<file path="config.mk">
export PLATFORM = sky130hd
export DESIGN_NAME = interrupt_controller
export DESIGN_NICKNAME = d
export VERILOG_FILES = /design/src/rtl/interrupt_controller.sv
export SDC_FILE = /design/constraint.sdc
export NUM_CORES = 1
export LEC_CHECK = 0
export BUFFER_PORTS_ARGS = -buffer_cell sky130_fd_sc_hd__buf_2
export CAP_MARGIN = 20
export CORE_MARGIN = 1
export CORE_UTILIZATION = 40
export CTS_CLUSTER_SIZE = 8
export DETAILED_ROUTE_END_ITERATION = 10
export PLACE_DENSITY = 0.67
export SLEW_MARGIN = 20
export SYNTH_ARGS = -nofsm -noshare
export SYNTH_HDL_FRONTEND = slang
export SYNTH_SLANG_ARGS = --single-unit
</file>
<file path="constraint.sdc">
create_clock -name clk -period 2.35 [get_ports clk]
set_input_delay 0.235 -clock clk [delete_from_list [all_inputs] [get_ports clk]]
set_output_delay 0.235 -clock clk [all_outputs]
set_load 0.01 [all_outputs]
</file>
<file path="src/rtl/interrupt_controller.sv">
// ---------------------------------------------------------------------------
// interrupt_controller
//
// Purpose:
//   Gathers level-held interrupt factor flags from the peripherals, gates
//   them with per-source masks and the CPU interrupt-enable flag, picks one
//   by fixed priority (index 0 highest) and presents it to the CPU core with
//   a req/ack handshake and a vector address. After every ack the controller
//   stays quiet for a few cycles so the service routine can clear the flag
//   and the CPU can clear I before arbitration resumes.
//
// Ports:
//   clk            system clock
//   reset_n        asynchronous active-low reset
//   factor_flags   pending flags from peripherals (peripherals clear them)
//   irq_mask       per-source enable, 1 = enabled
//   int_enable     CPU interrupt flag (I)
//   instr_boundary 1-cycle pulse when the CPU can take an interrupt
//   int_req        interrupt request to the CPU
//   int_vector     vector address of the granted source, valid with int_req
//   int_source     index of the granted source, valid with int_req
//   int_ack        1-cycle pulse, CPU accepted the request
//   wake           any enabled source pending (ignores int_enable), HALT exit
//   busy           controller not idle
// ---------------------------------------------------------------------------
module interrupt_controller #(
    parameter int          NUM_SOURCES    = 6,
    parameter logic [11:0] VECTOR_BASE    = 12'h102,
    parameter int          VECTOR_STRIDE  = 2,
    parameter int          HOLDOFF_CYCLES = 4
) (
    input  logic                   clk,
    input  logic                   reset_n,
    input  logic [NUM_SOURCES-1:0] factor_flags,
    input  logic [NUM_SOURCES-1:0] irq_mask,
    input  logic                   int_enable,
    input  logic                   instr_boundary,
    output logic                   int_req,
    output logic [11:0]            int_vector,
    output logic [2:0]             int_source,
    input  logic                   int_ack,
    output logic                   wake,
    output logic                   busy
);

    typedef enum logic [1:0] {
        IDLE    = 2'd0,
        ARB     = 2'd1,
        REQ     = 2'd2,
        HOLDOFF = 2'd3
    } state_t;

    state_t                 r_state;
    state_t                 w_next_state;
    logic                   r_int_req;
    logic [11:0]            r_int_vector;
    logic [2:0]             r_int_source;
    logic [3:0]             r_holdoff_cnt;

    logic [NUM_SOURCES-1:0] w_eligible;
    logic                   w_any_eligible;
    logic [2:0]             w_winner;
    logic [11:0]            w_vector;
    logic                   w_latched_eligible;
    logic                   w_load_grant;
    logic                   w_load_holdoff;

    assign w_eligible         = factor_flags & irq_mask;
    assign w_any_eligible     = |w_eligible;
    assign w_latched_eligible = w_eligible[r_int_source];

    // Lowest set index wins; scanning downwards lets the last hit be the winner.
    always_comb begin
        w_winner = 3'd0;
        for (int i = NUM_SOURCES - 1; i >= 0; i--) begin
            if (w_eligible[i]) begin
                w_winner = 3'(i);
            end
        end
    end

    // Vector arithmetic is done at 12 bits so any carry out of the address
    // space is simply dropped.
    assign w_vector = VECTOR_BASE + (12'(VECTOR_STRIDE) * {9'd0, w_winner});

    // State register.
    always_ff @(posedge clk or negedge reset_n) begin
        if (!reset_n) begin
            r_state <= IDLE;
        end else begin
            r_state <= w_next_state;
        end
    end

    // Next-state logic. In REQ an ack always beats a cancel, and a newly
    // eligible higher-priority source never preempts the latched request.
    // If the flags vanish during the arbitration cycle there is nothing to
    // grant, so the controller falls back to IDLE instead of raising a
    // request that would cancel itself one cycle later.
    always_comb begin
        w_next_state   = r_state;
        w_load_grant   = 1'b0;
        w_load_holdoff = 1'b0;
        case (r_state)
            IDLE: begin
                if (int_enable && w_any_eligible && instr_boundary) begin
                    w_next_state = ARB;
                end
            end
            ARB: begin
                if (w_any_eligible) begin
                    w_next_state = REQ;
                    w_load_grant = 1'b1;
                end else begin
                    w_next_state = IDLE;
                end
            end
            REQ: begin
                if (int_ack) begin
                    w_next_state   = HOLDOFF;
                    w_load_holdoff = 1'b1;
                end else if (!int_enable || !w_latched_eligible) begin
                    w_next_state = IDLE;
                end
            end
            HOLDOFF: begin
                if (r_holdoff_cnt <= 4'd1) begin
                    w_next_state = IDLE;
                end
            end
            default: begin
                w_next_state = IDLE;
            end
        endcase
    end

    // Request, vector and source registers. The vector and source only load
    // on a grant, so they stay stable for the whole request.
    always_ff @(posedge clk or negedge reset_n) begin
        if (!reset_n) begin
            r_int_req    <= 1'b0;
            r_int_vector <= 12'd0;
            r_int_source <= 3'd0;
        end else begin
            r_int_req <= (w_next_state == REQ);
            if (w_load_grant) begin
                r_int_vector <= w_vector;
                r_int_source <= w_winner;
            end
        end
    end

    // Holdoff counter: loaded on ack and counted down so that the quiet
    // window lasts exactly HOLDOFF_CYCLES cycles; it reads 0 on return to IDLE.
    always_ff @(posedge clk or negedge reset_n) begin
        if (!reset_n) begin
            r_holdoff_cnt <= 4'd0;
        end else if (w_load_holdoff) begin
            r_holdoff_cnt <= 4'(HOLDOFF_CYCLES);
        end else if (r_state == HOLDOFF && r_holdoff_cnt != 4'd0) begin
            r_holdoff_cnt <= r_holdoff_cnt - 4'd1;
        end
    end

    assign int_req    = r_int_req;
    assign int_vector = r_int_vector;
    assign int_source = r_int_source;
    assign wake       = w_any_eligible;
    assign busy       = (r_state != IDLE);

endmodule

</file>
# --- Word level (Yosys, flattened, before mapping) ---
# Cells that the tools add are included.
word_totals:
  reg_bits: 22
  latch_bits: 0
  ramBits: 0
  mem_bits_ro: 0
  inputBits: 17
  output_inout_bits: 18
  word_cells: 45
  n_memories: 0
classes:
  n_addsub: 2
  mul: 0
  n_div: 0
  magnitude_cmp: 2
  eq_ne: 4
  shift: 0
  n_mux: 20
  n_bitwise: 1
  n_reduce_logical: 11
op_table:
  columns: ["operator", "n"]
  rows:
  - ["$mux 3", 6]
  - ["$add 9x4->10 const A", 1]
  - ["$mux 2", 5]
  - ["$mux 4", 2]
  - ["$pmux 2 s4", 1]
  - ["$and 6x6->6", 1]
  - ["$eq 2x2->1 const B", 3]
  - ["$reduce_or 6->1", 1]
  - ["$mux 1", 5]
  - ["$le 4x1->1 const B", 1]
  - ["$lt 3x4->1 const B", 1]
  - ["$reduce_bool 2->1", 2]
  - ["$reduce_bool 4->1", 1]
  - ["$sub 4x1->4 const B", 1]
  - ["$bmux 1 s3", 1]
  - ["$logic_and 1x1->1", 3]
  - ["$eq 2x1->1 const B", 1]
  - ["$logic_not 1->1", 2]
  - ["$logic_not 2->1", 1]
  - ["$logic_or 1x1->1", 1]

# --- Longest topological paths before layout ---
# Gate-level depths: netlist (run 1).
logic_depth:
  ltp_word: 9
  ltp_mapped: 7
  mapped_depth_nobuf: 7

# --- Worst setup path before layout (run 1) ---
# OpenSTA, ideal clock, no wires.
synth_path:
  path_type: "input to register"
  start: "input factor_flags[4]"
  end: "register r_int_vector[2] (netlist: int_vector[2])"
  setup_ps: 125
  arrival_time_ps: 1379
  required_ps: 2225
  path_slack_ps: 846
  cell_stages: 6
  n_path_buf: 0
  cell_sequence: "nand2_1 a32o_1 a21boi_0 nor2_1 ha_1 mux2_2"
synth_via:
  elab_chain_cells: 7
  word_cells_on_any_way: 10
  classes_between: "add/sub (1); mux (7); bitwise (1); reduce/logical (1)"
synth_lines:
  columns: ["element", "line", "source"]
  rows:
  - ["start, declared", "34", "input logic [NUM_SOURCES-1:0] factor_flags,"]
  - ["$and 6x6->6", "68", "assign w_eligible = factor_flags & irq_mask;"]
  - ["$mux 3 (5 in series)", "76", "if (w_eligible[i]) begin"]
  - ["net w_winner[0]", "62", "logic [2:0] w_winner;"]
  - ["$add 9x4->10", "84", "assign w_vector = VECTOR_BASE + (12'(VECTOR_STRIDE) * {9'd0, w_winner});"]
  - ["net w_vector[2]", "63", "logic [11:0] w_vector;"]
  - ["end signal, assigned", "147", "r_int_vector <= w_vector;"]
  - ["end, declared", "56", "logic [11:0] r_int_vector;"]
# The timed path passes the listed nets, and every way through them passes these cells.
# A chain may end at the register's enable or synchronous reset.

# --- Worst setup path after layout (run 1) ---
layout_path:
  start: "register r_state[1]"
  end: "register r_int_vector[2] (netlist: int_vector[2])"
layout_via:
  elab_chain_cells: 2
layout_lines:
  columns: ["element", "line", "source"]
  rows:
  - ["start, declared", "53", "state_t r_state;"]
  - ["start signal, assigned", "91", "r_state <= w_next_state;"]
  - ["$eq 2x1->1", "104", "case (r_state)"]
  - ["$mux 1", "104", null]
# Every way passes these cells.

==> impl_metrics.ini, run 1 <==
[drt]
viasPerCell = 5.059
dr_wl_met2_um = 946
drc = 0
met1_length_um = 816
wl_met3_um = 92
num_vias = 769
ant_nets = 0
first_iter_violations = 13
dr.pass1.iters = 5
post_drt_wl_per_cell_um = 12.51
routed.top_layer = met4
wl_um = 1902

[layout]
n_fill_cell = 211
final_nets = 147
seq_area_um2 = 375.4
multiInputGateArea_um2 = 486.7
layout-drive-gt1-share_pct = 31.20
n_antenna_cell = 0
area_growth_pct = 19.37

[global_route]
grt_pass1_vias = 766
antenna_found_initial = 0
grt_overflow = 0
groute.usage.overall_pct = 18.28
grt_max_degree = 16
grt_first_pass_wirelength_um = 3325

[clock_network]
cts_tree = done
root_buffer = clkbuf_4
clock_sinks = 15
post-cts-setup-buffers = 0
insertion_delay_ns = 0.29
clockBufferDepth = 2
cts_made_buffers = 3
clk_pin_slew_ns = 0.10
ctsHtreeMaxLevel = 1

[worst_hold_path]
holdCritPathClass = primary input to flip-flop

[sta]
finalSetupViolCount = 0
fin_ws_ns = 0.8093
fin_crit_ns = 1.541
fmax_ghz = 0.6491
hold_violations = 0
timing.final.crit_share_pct = 65.56
skew_ns = 0.004654
whs_ns = 0.2394
rsz0062_at_grt = no
drv_slew = 0
tns_ns = 0

[status]
status = complete, no violations

[synth]
syn_area_per_cell_um2 = 9.690
synth_seq_area_share_pct = 41.21
yosysWarnings = 0
synth-seq-cells = 15
synth_commonest_cells = 15 x dfrtp_1, 9 x nand2_1, 9 x nor2_1
synth_flop_cell = dfrtp_1
syn_area_um2 = 910.9
synth_top_area_share_pct = 41.21
synth_largest_area_cell = dfrtp_1
yosysMostFrequentCell = dfrtp_1
synth.distinct_cells = 36
synth-edff-count = 0
netlist_instances = 94
synth_area_leaders = dfrtp_1 41%, buf_4 5.8%, ha_1 5.5%
async_flop_share_pct = 100.0

[power]
power_density_mw_per_mm2 = 993.9
ir_drop_mv = 0.4792
leakage_nw = 0.5239

[floorplan]
start_util_pct = 44.61
die_w_um = 49.72
rows = 16
coreArea_mm2 = 0.002042
die_area_mm2 = 0.002472
die_h_um = 49.72
pin_count = 35

[setup_path]
cpLargestDelayFamily = flip-flops
critPathRequiredTime_ns = 2.54
timing.setup.critical_path_class = flip-flop to flip-flop
cp-start-kind = flip-flop
cpMaxStageDelayCell = dfrtp_1
path_buf_inv = 0
arrival_ns = 1.73
crit_fanout = 9
cp-end-kind = flip-flop
crit_path_max_incr_delay_ns = 0.45
worstPathCellList = nand2b_1 > a31oi_2 > mux2_2

[flow_run]
maxCapViolCount = 0

[place]
post-place-ws_ns = 0.6488
port_buffers = 27
dp_hpwl_um = 1493
place_congestion = 0.9691
## flip-flops by register name, summed over array words and instances (netlist names)
register,flops
int_source,3
int_req,1
int_vector,5
r_holdoff_cnt,4
r_state,2
## cell usage in the layout (no fill, tap or decap), types with 2 or more instances in the layout
| master | n |
|---|---|
| dfrtp_1 | 15 |
| or3_1 | 2 |
| a21oi_1 | 4 |
| ha_1 | 4 |
| clkbuf_4 | 3 |
| nand3_1 | 3 |
| a22oi_2 | 2 |
| o21ai_0 | 2 |
| nand2b_1 | 3 |
| conb_1 | 7 |
| nand3b_1 | 2 |
| nand2_1 | 9 |
| buf_2 | 27 |
| a211oi_1 | 2 |
| inv_1 | 5 |
| nor2b_1 | 2 |
| mux2_2 | 2 |
| nor2_1 | 9 |
| xnor2_1 | 2 |
## tightest hold or removal path: stages
cell     delay, ns
buf_2         0.10
nand2_1       0.09
o22ai_1       0.08
## repair_timing
action | CTS | global route
hold endpoints to repair | 15 | 0
setup endpoints to repair | 0 | 0
gates resized for setup | 0 | 0
hold buffers | 1 | 0
## cells by family after synthesis
| kind of cell | Yosys count | share of synthesized area, % |
|---|---|---|
| compound gates | 21 | 18.13 |
| xor+xnor | 3 | 2.885 |
| fa+ha+maj | 4 | 5.495 |
| buf+inv | 12 | 7.830 |
| flops | 15 | 41.21 |
| mux | 3 | 4.945 |
| other cells | 1 | 0.4117 |
| simple gates | 35 | 19.09 |
## per-layer routing
metal	vias to the layer above	track usage [%]
met3	5	4.321
met2	21	28.83
met4	0	10.95
li1	384	-
met5	-	0
met1	359	22.44
## per-stage QoR
| step | total power, mW | area, um2 | util [%] | std cells |
|---|---|---|---|---|
| floorplan | 0.7825 | 933.4 | - | 100 |
| global placement | 0.9176 | 1050 | 51.41 | 147 |
| detailed placement | 0.9357 | 1050 | 51.41 | 147 |
| CTS | 1.098 | 1087 | 53.25 | 152 |
| global route | 1.188 | 1087 | 53.25 | 152 |
| finish | 1.081 | 1087 | 53.25 | 152 |
## report_power, final
part           leakage, nW  internal, mW  switching (mW)
Combinational        0.325         0.230           0.246
Clock               0.0177        0.0634          0.0908
Sequential           0.181         0.360          0.0908
Total                0.524         0.653           0.428
## layout make-up
class	count	share of cell area, %
Clock buffer	3	2.071
Clock inverter	1	0.4603
Inverter	5	1.726
Multi-Input combinational cell	73	44.76
Sequential cell	15	34.52
Tap cell	27	3.107
Timing Repair Buffer	28	13.35
## final timing paths
kind                                from          endpoint  slack, ns  depth (start not counted)
min in group asynchronous        reset_n  r_holdoff_cnt[2]       0.37                          2
hold reg to reg            int_vector[8]     int_vector[8]       0.48                          1
setup / recovery              r_state[1]     int_vector[2]       0.81                          3
max in group asynchronous        reset_n     int_vector[1]       1.72                          2
setup reg to reg              r_state[1]     int_vector[2]       0.81                          3
hold / removal                   int_ack  r_holdoff_cnt[2]       0.24                          3
(Power assumes the default switching activity.)
==> inputs of run 2 (changes only) <==
--- a/config.mk
+++ b/config.mk
@@ -5,13 +5,14 @@
 export SDC_FILE = /design/constraint.sdc
 export NUM_CORES = 1
 export LEC_CHECK = 0
+export ABC_AREA = 1
 export BUFFER_PORTS_ARGS = -buffer_cell sky130_fd_sc_hd__buf_2
 export CAP_MARGIN = 20
 export CORE_MARGIN = 1
 export CORE_UTILIZATION = 40
 export CTS_CLUSTER_SIZE = 8
 export DETAILED_ROUTE_END_ITERATION = 10
-export PLACE_DENSITY = 0.67
+export PLACE_DENSITY = 0.7
 export SLEW_MARGIN = 20
 export SYNTH_ARGS = -nofsm -noshare
 export SYNTH_HDL_FRONTEND = slang
==> constraint.sdc (replaced) <==
create_clock -name clk -period 1.4 [get_ports clk]
set_input_delay 0.14 -clock clk [delete_from_list [all_inputs] [get_ports clk]]
set_output_delay 0.14 -clock clk [all_outputs]
set_load 0.01 [all_outputs]
==> run 2 against run 1 <==
  * Area after synthesis is 0.69% lower
  * Clock power rose by 59%
  * Largest cell class unchanged
  * First-iteration DRC count is 62% higher
  * Sequential share of layout area up 0.24 points
  * Critical path depth grew 5
  * Non-clock buffer count stayed put
  * Wire length down 13%
  * Setup slack worse by 0.73 ns
  * Via count rose by 5.3%
  * Sequential power grew 64%
==> impl_metrics.ini, run 2 <==
[setup_path]
rrSetupSlack_ns = 0.08
reg2reg_depth = 8
rr_endpoint = r_holdoff_cnt[2]
timing.setup.critical_path_class = flip-flop to flip-flop
arrival_ns = 1.49
cp-end-kind = flip-flop
critPathRequiredTime_ns = 1.57
rr_startpoint = r_holdoff_cnt[0]
cp-start-kind = flip-flop
crit_fanout = 5

[clock_network]
post-cts-setup-buffers = 0
clockBufferDepth = 2
ctsHtreeMaxLevel = 1
cts_tree = done
insertion_delay_ns = 0.28
clk_pin_slew_ns = 0.09
root_buffer = clkbuf_4
cts_made_buffers = 3
clock_sinks = 15

[synth]
netlist_instances = 118
synth-edff-count = 0
synth_top_area_share_pct = 41.49
yosysWarnings = 0
async_flop_share_pct = 100.0
synth.distinct_cells = 20
synth_area_leaders = dfrtp_1 41%, nand2_1 15%, buf_4 5.8%
syn_area_per_cell_um2 = 7.666
synth_flop_cell = dfrtp_1
synth_seq_area_share_pct = 41.49
syn_area_um2 = 904.6
synth-seq-cells = 15
yosysMostFrequentCell = nand2_1
synth_largest_area_cell = dfrtp_1
synth_commonest_cells = 36 x nand2_1, 15 x dfrtp_1, 13 x inv_1

[global_route]
grt_max_degree = 16
antenna_found_initial = 0
grt_overflow = 0
groute.usage.overall_pct = 14.67
grt_pass1_vias = 714
grt_first_pass_wirelength_um = 2746

[worst_hold_path]
holdCritPathClass = primary input to flip-flop
min_from = instr_boundary
hold_depth = 3
hold-path-endpoint = r_state[0]

[layout]
final_cell_mix = 36 x nand2_1, 27 x buf_2, 15 x dfrtp_1
area_growth_pct = 19.36
final_core_util_pct = 52.88
layout_commonest_cell = nand2_1
n_antenna_cell = 0
largest_reg_flops = 5
final_nets = 171
layout-drive-gt1-share_pct = 26.85

[floorplan]
die_area_mm2 = 0.002456
rows = 16
pin_count = 35
die_w_um = 49.56
start_util_pct = 44.30
die_h_um = 49.56
coreArea_mm2 = 0.002042

[power]
ir_drop_mv = 0.9714
leakage_nw = 0.6323
power_density_mw_per_mm2 = 1702
power_mw = 1.838

[drt]
num_vias = 810
first_iter_violations = 21
viasPerCell = 4.602
post_drt_wl_per_cell_um = 9.455
ant_nets = 0
wl_um = 1664
dr.pass1.iters = 4
drc = 0

[sta]
rsz0062_at_grt = no
hold_violations = 0
fmax_ghz = 0.7600
whs_ns = 0.1596
timing.final.crit_share_pct = 93.98
drv_slew = 0
fin_ws_ns = 0.08426
finalSetupViolCount = 0
tns_ns = 0
fin_crit_ns = 1.316
skew_ns = 0.005200

[status]
status = complete, no violations

[place]
post-place-ws_ns = 0.07661
port_buffers = 27
place_congestion = 0.7377
dp_hpwl_um = 1374

[flow_run]
maxCapViolCount = 0
[run 2: changes by cell type after synthesis, moves of 3 or more]
cell	previous run	this run
nand3_1	3	10
inv_1	5	13
nand2_1	9	36
o21ai_0	2	7
nand2b_1	3	0
nand2_2	0	4
[run 2: power breakdown]
| group | internal [mW] | switching (mW) |
|---|---|---|
| Clock | 0.111 | 0.135 |
| Combinational | 0.337 | 0.519 |
| Sequential | 0.604 | 0.133 |
| Total | 1.05 | 0.786 |
[run 2: layout make-up]
cell class,count,area [um2]
flip-flops and latches,15,375.4
multi-input cells,88,444.2
well taps,27,33.78
clock buffers,4,26.28
inverters,14,55.05
fillers,200,962.2
repair buffers,28,145.1
[run 2: per-stage QoR]
stage / instance area [um2] / instances
4_1_cts: 1080 / 176
6_report: 1080 / 176
3_3_place_gp: 1044 / 171
5_1_grt: 1080 / 176
3_5_place_dp: 1044 / 171
2_1_floorplan: 927.1 / 124
[run 2: cells by family after synthesis]
group                    synth area share (%)
buffers and inverters                   11.90
AO/OA/AOI/OAI                           8.438
other                                  0.4145
adder cells (fa/ha/maj)                 5.533
flip-flops                              41.49
XOR/XNOR                               0.9684
AND/OR/NAND/NOR                         31.26
[run 2: worst max path at each step]
stage | slack, ns | cells past startpoint | start | to
floorplan | 0.20 | 9 | r_holdoff_cnt[0] | int_req
global placement | 0.16 | 9 | r_holdoff_cnt[0] | int_req
detailed placement | 0.08 | 8 | r_holdoff_cnt[0] | r_holdoff_cnt[2]
CTS | 0.05 | 8 | r_holdoff_cnt[0] | r_holdoff_cnt[2]
global route | 0.003 | 8 | r_holdoff_cnt[0] | r_holdoff_cnt[2]
finish | 0.08 | 8 | r_holdoff_cnt[0] | r_holdoff_cnt[2]
[run 2: repair_timing]
item,in CTS,in global routing
hold buffers,1,0
resized for setup,0,4
hold endpoints to repair,15,0
endpoints found under the setup margin,0,3
[run 2: critical path: stages, from the launching register on]
cell      delay (ns)
dfrtp_1         0.38
inv_2           0.06
ha_1            0.19
nand2_1         0.06
nand2_1         0.09
inv_1           0.09
nand2_1         0.07
a21boi_0        0.17
o21ai_1         0.09
[run 2: layer usage]
layer / GRT usage [%] / part of all wire (%) / vias up
li1: - / - / 420
met1: 15.95 / 44 / 363
met2: 26.58 / 50 / 25
met3: 4.012 / 5.4 / 2
met4: 5.714 / 0.48 / 0
met5: 0 / 0 / -
